[config.mk]
export PLATFORM = sky130hd
export DESIGN_NAME = io_request_arbiter
export DESIGN_NICKNAME = d
export VERILOG_FILES = /design/src/rtl/io_request_arbiter.sv
export SDC_FILE = /design/constraint.sdc
export NUM_CORES = 1
export LEC_CHECK = 0
export CAP_MARGIN = 20
export CORE_AREA = 2 2 158 160
export DETAILED_ROUTE_END_ITERATION = 10
export DIE_AREA = 0 0 160 162
export SLEW_MARGIN = 20
export SYNTH_ARGS = -nofsm -noshare
export SYNTH_HDL_FRONTEND = slang
export SYNTH_SLANG_ARGS = --single-unit
[constraint.sdc]
create_clock -name clk -period 4.3 [get_ports clk]
set_input_delay 0.645 -clock clk [delete_from_list [all_inputs] [get_ports clk]]
set_output_delay 0.645 -clock clk [all_outputs]
set_load 0.02 [all_outputs]
[src/rtl/io_request_arbiter.sv]
// io_request_arbiter
// Shares one non-cacheable IO bus between NUM_CORES pipelines. Requests are
// granted round-robin with a single transaction outstanding at a time. Each
// transaction ends with a one-cycle done pulse to its core. A watchdog
// aborts transactions the device never accepts or answers.
//
// Handshake: the device takes a command in any cycle where bus_read_en or
// bus_write_en is high together with bus_ready. A read response is taken in
// the first WAIT_RESP cycle with bus_read_valid high. A core holds its
// enable until its core_done pulse and drops it in the next cycle.

module io_request_arbiter #(
   parameter int NUM_CORES      = 4,
   parameter int TIMEOUT_CYCLES = 1023
) (
   input  logic                   clk,
   input  logic                   reset,
   input  logic [NUM_CORES-1:0]    core_read_en,
   input  logic [NUM_CORES-1:0]    core_write_en,
   input  logic [NUM_CORES*32-1:0] core_address,
   input  logic [NUM_CORES*32-1:0] core_write_data,
   output logic [NUM_CORES-1:0]    core_done,
   output logic [31:0]             core_read_data,
   output logic                   core_error,
   output logic                   bus_read_en,
   output logic                   bus_write_en,
   output logic [31:0]             bus_address,
   output logic [31:0]             bus_write_data,
   input  logic                   bus_ready,
   input  logic [31:0]             bus_read_data,
   input  logic                   bus_read_valid,
   output logic                   busy
);

   localparam int PW     = (NUM_CORES > 1) ? $clog2(NUM_CORES) : 1;
   localparam int TW_RAW = $clog2(TIMEOUT_CYCLES + 1);
   localparam int TW     = (TW_RAW > 10) ? TW_RAW : 10;

   typedef enum logic [1:0] {
      IDLE      = 2'd0,
      ISSUE     = 2'd1,
      WAIT_RESP = 2'd2,
      DONE      = 2'd3
   } state_t;

   state_t state;
   state_t state_nxt;

   logic [NUM_CORES-1:0] req;
   logic [31:0]          addr_arr  [NUM_CORES];
   logic [31:0]          wdata_arr [NUM_CORES];

   logic [PW-1:0] rr_ptr;
   logic [PW-1:0] grant_idx;
   logic          grant_valid;
   logic [PW:0]   arb_sum;
   logic [PW-1:0] arb_idx;
   logic [PW-1:0] rr_nxt;

   logic [PW-1:0] gnt_q;
   logic          is_write_q;
   logic [31:0]   addr_q;
   logic [31:0]   wdata_q;
   logic [31:0]   rdata_q;
   logic          err_q;
   logic [TW-1:0] timer;

   logic expired;
   logic resp_take;
   logic timeout_hit;

   assign req = core_read_en | core_write_en;

   // Unpack the per-core address and data buses into indexable arrays.
   for (genvar gi = 0; gi < NUM_CORES; gi++) begin : g_unpack
      assign addr_arr[gi]  = core_address[32*gi +: 32];
      assign wdata_arr[gi] = core_write_data[32*gi +: 32];
   end

   assign expired = (timer == TW'(TIMEOUT_CYCLES - 1));

   // Round-robin search: first requester at or after rr_ptr, wrapping around.
   always_comb begin
      grant_valid = 1'b0;
      grant_idx   = '0;
      arb_sum     = '0;
      arb_idx     = '0;
      for (int i = 0; i < NUM_CORES; i++) begin
         arb_sum = {1'b0, rr_ptr} + (PW+1)'(i);
         if (arb_sum >= (PW+1)'(NUM_CORES)) begin
            arb_sum = arb_sum - (PW+1)'(NUM_CORES);
         end
         arb_idx = arb_sum[PW-1:0];
         if (!grant_valid && req[arb_idx]) begin
            grant_valid = 1'b1;
            grant_idx   = arb_idx;
         end
      end
      rr_nxt = (grant_idx == PW'(NUM_CORES - 1)) ? '0 : grant_idx + PW'(1);
   end

   // State register.
   always_ff @(posedge clk or posedge reset) begin
      if (reset) begin
         state <= IDLE;
      end else begin
         state <= state_nxt;
      end
   end

   // Next-state logic; an accept or response beats a simultaneous expiry.
   always_comb begin
      state_nxt   = state;
      resp_take   = 1'b0;
      timeout_hit = 1'b0;
      case (state)
         IDLE: begin
            if (grant_valid) state_nxt = ISSUE;
         end
         ISSUE: begin
            if (bus_ready) begin
               state_nxt = is_write_q ? DONE : WAIT_RESP;
            end else if (expired) begin
               state_nxt   = DONE;
               timeout_hit = 1'b1;
            end
         end
         WAIT_RESP: begin
            if (bus_read_valid) begin
               state_nxt = DONE;
               resp_take = 1'b1;
            end else if (expired) begin
               state_nxt   = DONE;
               timeout_hit = 1'b1;
            end
         end
         DONE: begin
            state_nxt = IDLE;
         end
         default: state_nxt = IDLE;
      endcase
   end

   // Transaction registers: latched on grant, updated while the bus is in use.
   always_ff @(posedge clk or posedge reset) begin
      if (reset) begin
         rr_ptr     <= '0;
         gnt_q      <= '0;
         is_write_q <= 1'b0;
         addr_q     <= '0;
         wdata_q    <= '0;
         rdata_q    <= '0;
         err_q      <= 1'b0;
         timer      <= '0;
      end else begin
         if (state == IDLE && grant_valid) begin
            rr_ptr     <= rr_nxt;
            gnt_q      <= grant_idx;
            is_write_q <= core_write_en[grant_idx];
            addr_q     <= addr_arr[grant_idx];
            wdata_q    <= wdata_arr[grant_idx];
            rdata_q    <= '0;
            err_q      <= 1'b0;
            timer      <= '0;
         end else if (state == ISSUE || state == WAIT_RESP) begin
            timer <= timer + TW'(1);
            if (resp_take) begin
               rdata_q <= bus_read_data;
            end
            if (timeout_hit) begin
               rdata_q <= 32'hFFFF_FFFF;
               err_q   <= 1'b1;
            end
         end
      end
   end

   // Outputs are decodes of registered state and latched transaction fields.
   always_comb begin
      bus_read_en    = (state == ISSUE) && !is_write_q;
      bus_write_en   = (state == ISSUE) && is_write_q;
      bus_address    = addr_q;
      bus_write_data = wdata_q;
      busy           = (state != IDLE);
      core_done      = '0;
      core_read_data = '0;
      core_error     = 1'b0;
      if (state == DONE) begin
         core_done[gnt_q] = 1'b1;
         core_read_data   = rdata_q;
         core_error       = err_q;
      end
   end

endmodule

Yosys cells after proc, flatten, opt, wreduce, memory -nomap -nowiden
Cells that the tools add are included.

storage, ports and cells
  flip-flop bits (word level) = 114
  output and inout bits = 104
  logic and storage cells = 112
  input bits = 300

cells by class
  reduce and logical (&&, ||, !) cells = 19
  bitwise gates (word level) = 2
  equal/unequal tests = 6
  $add $sub $neg = 9
  order comparisons = 12
  multiplexer cells = 55

operator list
  kind                                                         number
  2-to-1 mux 32 bit                                            9
  binary-select mux 32 bit (select 2 bit)                      2
  2-to-1 mux 2 bit                                             13
  2-to-1 mux 1 bit                                             20
  2-to-1 mux 10 bit                                            2
  less-than comparator 2 x 3 -> 1 bit (second input constant)  6
  >= comparator 3 bit (second input constant)                  4
  adder 10 x 1 -> 10 bit (second input constant)               1
  binary-select mux 1 bit (select 2 bit)                       5
  == test 10 bit (second input constant)                       1
  one-hot mux 2 bit (4 select lines)                           1
  subtractor 2 x 1 -> 2 bit (second input constant)            4
  logical AND 1 bit                                            7
  adder 2 x 2 -> 3 bit (second input constant)                 2
  == test 2 bit (second input constant)                        3
  nonzero test 2 bit                                           3
  zero test 1 bit                                              4
  2-to-1 mux 4 bit                                             1
  OR 4 bit                                                     1
  AND reduction 2 bit                                          2
  adder 2 x 1 -> 3 bit (second input constant)                 1
  >= comparator 2 x 3 -> 1 bit (second input constant)         1
  NOT 2 -> 3 bit                                               1
  nonzero test 3 bit                                           1
  other kinds (8)                                              8

Longest topological paths before layout
Gate-level depths: netlist of run 1.

  depth after elaboration = 18
  gate-level depth with buffers = 8
  mapped depth without buffers = 7

Worst setup path after synthesis of run 1
No wires, ideal clock.

  path kind = in2reg
  start point = input core_read_en[1]
  end point = register rr_ptr[0]
  stages = 7
  slack = 2238 ps
  required time = 4205 ps
  arrival = 1967 ps
  setup time = 95 ps
  path buffers = 2
  cells stage by stage = or2_2 > o32ai_2 > nor2_4 > buf_6 > buf_8 > ha_1 > o31ai_1

on the way
  longest elaborated chain between the ends = 15
  elaborated cells between the ends (all ways) = 27
  those cells by class = 1 x add/sub; 1 x eq/ne; 17 x mux; 1 x bitwise; 7 x reduce/logical

ends and longest elaborated chain
  element                                                RTL line  text
  from (decl)                                            18        input logic [NUM_CORES-1:0] core_read_en,
  OR 4 bit *                                             72        assign req = core_read_en | core_write_en;
  binary-select mux 1 bit (select 2 bit)                 94        if (!grant_valid && req[arb_idx]) begin
  2-to-1 mux 1 bit (implied by the code)                 94
  2-to-1 mux 1 bit                                       94
  zero test 1 bit                                        94
  logical AND 1 bit                                      94
  2-to-1 mux 1 bit                                       94
  zero test 1 bit                                        94
  logical AND 1 bit                                      94
  2-to-1 mux 1 bit                                       94
  zero test 1 bit                                        94
  logical AND 1 bit                                      94
  2-to-1 mux 2 bit *                                     94
  net grant_idx[0]                                       54        logic [PW-1:0] grant_idx;
  adder 2 x 1 -> 2 bit or == test 2 bit (tied branches)  99        rr_nxt = (grant_idx == PW'(NUM_CORES - 1)) ? '0 : grant_idx + PW'(1);
  2-to-1 mux 2 bit *                                     99
  to (signal assigned)                                   157       rr_ptr <= rr_nxt;
  to (decl)                                              53        logic [PW-1:0] rr_ptr;

Mark *: on every way through the listed nets, which the timed path passes. The rest lies on a longest branch. The select of a mux whose other input is x is not followed.
A chain may end at the register's enable or synchronous reset.

Final worst setup path of run 1
  start point = register state[0]
  end point = output core_done[0]

on the way
  longest elaborated chain between the ends = 2

ends and longest elaborated chain
  element                 RTL line  text
  from (decl)             46        state_t state;
  from (signal assigned)  107       state <= state_nxt;
  == test 2 bit           188       if (state == DONE) begin
  2-to-1 mux 4 bit        188
  to (decl)               22        output logic [NUM_CORES-1:0] core_done,

Every way passes these cells.

==> impl_metrics.yaml, run 1 <==
run_status:
  status: "finished, final reports clean"
logic_synthesis:
  postSynthAreaPerCell_um2: 9.94
  synth_top_area_share: 0.425
  synth_edf_count: 0
  ys_top_cells_by_area: "dfrtp_1, mux2i_1, o221ai_1, nand2_1, a31oi_1"
  synthArstFlopShare: 1.00
  synth_commonest_cells: "nand2_1, mux2i_1, dfrtp_1"
  synth_nets: 983
  synthFlopType: "dfrtp_1"
  synth_area_um2: 6710
  ys_types: 51
  synth_most_common_cell: "nand2_1"
  ys_ff_latch: 114
  yosys_warnings: 0
  ys_seq_area_frac: 0.425
  yosys.area.top_type: "dfrtp_1"
  postSynthCellCount: 675
sta:
  setup_viol_count_final: 0
  grt_setup_unrepaired: "false"
  slew_headroom: 0.406
  period_share: 0.680
  final_hold_viol_count: 0
  fin_crit_ns: 2.92
  worst_hold_slack_ns: 0.485
  fmax_mhz: 342
  worst_pin_slew_ns: 0.891
  finalMaxSlewViolations: 0
  fin_skew_ns: 0.0141
  final.setup.tns_ns: 0
pwr:
  power_per_cell_area_nw_per_um2: 585
  vdd_drop_max_mv: 0.375
  power.leakage_nw: 4.80
detailed_routing:
  antenna_left: 0
  wl_met3_um: 1780
  drc_errors: 0
  drt_first_pass_iters: 5
  wl_met1_um: 10900
  wl_per_cell_um: 19.3
  avgViaCountPerCell: 4.85
  vias: 6755
  drt_iter0_markers: 426
  routed.top_layer: "met4"
  dr_wl_met2_um: 13700
  drt_wl_total_um: 26900
cts:
  clk_path_buf_depth: 2
  h-tree-depth: 4
  cts_hold_buf: 0
  cts_root_buf: "clkbuf_16"
  cts_resized: 0
  clk_latency_ns: 0.42
  cts_tree: "yes"
  post-cts-setup-buffer-count: 0
  clk_pin_slew_ns: 0.06
  cts_sinks: 114
  cts_made_buffers: 17
setup_path:
  cp.arrival_ns: 2.28
  cpLargestDelayFamily: "buffers and inverters"
  cp.required_ns: 3.65
  path_class: "flip-flop to output port"
  start_kind: "flip-flop"
  critPathMaxFanout: 37
  path_cells: "ha_2 -> nor3b_1 -> clkdlybuf4s50_1"
  cp_slowest_stage_delay_ns: 0.63
  crit_path_end_kind: "output port"
  cp_num_buf_inv: 1
  critPathSlowestCell: "clkdlybuf4s50_1"
global_route:
  grt_max_degree: 70
  gr-usage-all-layers: 0.202
  grt_pass1_vias: 6825
  antenna_found_initial: 0
  grt_pass1_wl_um: 40400
  grt_overflow: 0
placement:
  placed_cell_area_um2: 11000
  placedCellCount: 1360
  io_buffers: 403
  routabilityCongestion: 0.821
  place_hpwl_um: 20200
floorplan:
  start_util: 0.278
  dieArea_um2: 25900
  die-width_um: 160
  fp.coreArea_um2: 24100
  num_rows: 57
  io_pins: 404
  die_y_um: 162
cells_and_area:
  area_growth_pct: 72.5
  finalCoreUtilization: 0.480
  nNetsFinal: 1363
  finalNonFillerCells: 1392
  drive_gt1_frac: 0.0552
  antenna_cells: 0
  final_cell_area_um2: 11600
min_path:
  hold_path.class: "flip-flop to flip-flop"
job:
  maxCapViolations: 0
## flip-flops by register name (all words and copies together) (netlist names)
| name | cells |
|---|---|
| err_q | 1 |
| rr_ptr | 2 |
| timer | 10 |
| rdata_q | 32 |
| is_write_q | 1 |
| gnt_q | 2 |
| bus_address | 32 |
| state | 2 |
| bus_write_data | 32 |
## logic make-up (layout without fill, tap and decap cells)
group	count (synthesis)	in the layout	synth area share
AO/OA/AOI/OAI	130	130	0.149
multiplexers	127	127	0.190
adder cells (fa/ha/maj)	8	8	0.0149
AND/OR/NAND/NOR	225	225	0.154
XOR/XNOR	9	9	0.0118
buffers and inverters	62	455	0.0550
flip-flops	114	114	0.425
## area by class of cell
type / count / area (um2)
fillers: 2345 / 12500
inverters: 9 / 36.3
clock inverters: 15 / 145
repair buffers: 414 / 4180
clock buffers: 17 / 425
flip-flops and latches: 114 / 2850
well taps: 324 / 405
multi-input cells: 499 / 3530
## stage by stage
| stage | total power [mW] | setup WS [ns] |
|---|---|---|
| after global placement | 5.41 | 1.17 |
| after detailed placement | 5.45 | 1.13 |
| after CTS | 6.86 | 0.962 |
| after floorplan | 4.00 | 0.639 |
| final | 6.77 | 1.38 |
| after global routing | 7.20 | 1.23 |
## worst min-delay path: stages, from the launching register on
cell	delay [ns]
dfrtp_1	0.34
nand2_1	0.05
o221ai_1	0.06
## cell usage in the layout, fill, tap and decap left out, types with 3 or more instances in the layout
cell,instances
dfrtp_1,114
buf_12,5
clkinvlp_4,3
o221ai_1,63
nand2_1,141
buf_4,6
nand3_1,9
nand4_1,3
inv_1,8
inv_6,8
clkbuf_16,17
a31oi_1,34
ha_1,7
nor2_1,20
o21ai_0,6
mux2i_1,126
xor2_1,8
and2_1,34
o31ai_1,3
and3_1,4
a21oi_1,4
clkdlybuf4s50_1,403
## final timing paths
| kind | start | endpoint | slack, ns | depth (start not counted) |
|---|---|---|---|---|
| max | state[0] | core_done[0] | 1.38 | 3 |
| min | bus_address[20] | bus_address[20] | 0.48 | 2 |
| max reg2reg | rr_ptr[1] | bus_address[13] | 1.94 | 6 |
| min reg2reg | bus_address[20] | bus_address[20] | 0.48 | 2 |
| max in group asynchronous | reset | bus_write_data[25] | 2.74 | 3 |
| min in group asynchronous | reset | bus_write_data[12] | 0.76 | 2 |
## metal layers
| layer | GRT usage | vias up |
|---|---|---|
| met5 | 0 | - |
| met4 | 0.0643 | 0 |
| met1 | 0.247 | 3237 |
| met3 | 0.0529 | 31 |
| met2 | 0.349 | 255 |
| li1 | - | 3232 |
## power breakdown
part | internal (mW) | switching [mW]
Sequential | 1.47 | 0.245
Combinational | 1.69 | 1.97
Clock | 0.809 | 0.579
(Power assumes the default switching activity.)
==> inputs of run 2 (changes only) <==
==> constraint.sdc (replaced) <==
create_clock -name clk -period 3 [get_ports clk]
set_input_delay 0.45 -clock clk [delete_from_list [all_inputs] [get_ports clk]]
set_output_delay 0.45 -clock clk [all_outputs]
set_load 0.02 [all_outputs]
==> run 2 against run 1 <==
Effect of this change: clock skew decreased by 0.0020 ns; sequential cell count stayed put; via count grew 0.99%; utilization is 0.61 points higher; worst setup slack lost 0.93 ns; critical endpoint unchanged; highest routed layer unchanged; power is 47% higher.
==> impl_metrics.yaml, run 2 (synthesized netlist as in run 1, its figures left out) <==
detailed_routing:
  drt_wl_total_um: 27200
  antenna_left: 0
  avgViaCountPerCell: 4.87
  drt_iter0_markers: 390
  vias: 6822
  drc_errors: 0
  drt_first_pass_iters: 4
  wl_per_cell_um: 19.4
cts:
  post-cts-setup-buffer-count: 0
  cts_hold_buf: 0
  cts_made_buffers: 17
  cts_sinks: 114
  cts_root_buf: "clkbuf_16"
  clk_path_buf_depth: 2
  clk_pin_slew_ns: 0.06
  cts_resized: 0
  cts_tree: "yes"
  clk_latency_ns: 0.41
  h-tree-depth: 4
setup_path:
  critPathMaxFanout: 37
  r2r_slack_ns: 0.76
  reg2reg_depth: 7
  cp.required_ns: 2.55
  start_kind: "flip-flop"
  cp.arrival_ns: 2.11
  path_class: "flip-flop to output port"
  timing.rr.end: "bus_write_data[28]"
  crit_path_end_kind: "output port"
  rr_startpoint: "rr_ptr[1]"
floorplan:
  die-width_um: 160
  start_util: 0.278
  num_rows: 57
  die_y_um: 162
  fp.coreArea_um2: 24100
  dieArea_um2: 25900
  io_pins: 404
sta:
  fin_skew_ns: 0.0121
  final.setup.tns_ns: 0
  setup_viol_count_final: 0
  final_hold_viol_count: 0
  finalMaxSlewViolations: 0
  period_share: 0.852
  worst_hold_slack_ns: 0.485
  slew_headroom: 0.475
  worst_pin_slew_ns: 0.788
  fin_crit_ns: 2.56
  fmax_mhz: 391
  grt_setup_unrepaired: "false"
global_route:
  antenna_found_initial: 0
  grt_pass1_wl_um: 41100
  grt_max_degree: 115
  grt_pass1_vias: 6940
  gr-usage-all-layers: 0.204
  grt_overflow: 0
job:
  maxCapViolations: 0
min_path:
  hold_path.class: "flip-flop to flip-flop"
  holdPathStages: 2
  hp-start: "bus_address[27]"
  hold_end: "bus_address[27]"
cells_and_area:
  most-common-layout-cells: "clkdlybuf4s50_1, nand2_1, mux2i_1"
  antenna_cells: 0
  drive_gt1_frac: 0.0612
  nNetsFinal: 1373
  area_growth_pct: 74.7
  layout_commonest_cell: "clkdlybuf4s50_1"
pwr:
  power.leakage_nw: 4.87
  power_per_cell_area_nw_per_um2: 850
  vdd_drop_max_mv: 0.417
placement:
  io_buffers: 403
  place_hpwl_um: 20100
  routabilityCongestion: 0.894
run_status:
  status: "finished, final reports clean"
run 2: worst max-delay path by stage:
| stage | startpoint | to | slack (ns) |
|---|---|---|---|
| finish | state[0] | core_done[0] | 0.44 |
| global route | state[0] | core_done[0] | 0.30 |
| CTS | state[0] | core_done[0] | 0.39 |
| detailed placement | core_read_en[2] | bus_address[12] | 0.25 |
| global placement | core_write_en[2] | bus_address[6] | 0.33 |
| floorplan | state[0] | timer[0] | 1.10 |
run 2: layout make-up:
type / instances / area, um2
clock inverter: 14 / 154
clock buffer: 18 / 429
multi-input combinational: 499 / 3520
sequential: 114 / 2850
timing repair buffer: 424 / 4320
fill: 2336 / 12400
tap: 324 / 405
inverter: 9 / 37.5
run 2: through the flow:
step,power [mW],instances,worst slack [ns],utilization,area [um2]
after global placement,7.94,1370,0.328,0.462,11100
final,9.96,1402,0.445,0.486,11700
after CTS,10.1,1402,0.394,0.486,11700
after detailed placement,7.97,1370,0.252,0.462,11100
after floorplan,5.74,675,1.10,-,6710
after global routing,10.5,1402,0.296,0.486,11700
run 2: power breakdown:
group          switching, mW  total, mW  internal (mW)
Clock                  0.803       2.03           1.23
Sequential             0.358       2.47           2.11
Combinational           2.88       5.45           2.57
run 2: layer usage:
layer,global-route usage,vias up,share of wire
met5,0,-,0
met4,0.0536,0,0.014
met3,0.0488,22,0.063
met2,0.350,255,0.51
met1,0.259,3299,0.41
li1,-,3246,-
run 2: critical path, stage by stage (launching register included):
cell and delay [ns]:
dfrtp_1 0.39, ha_1 0.16, buf_4 0.29, nor3b_1 0.21, clkdlybuf4s50_1 0.63
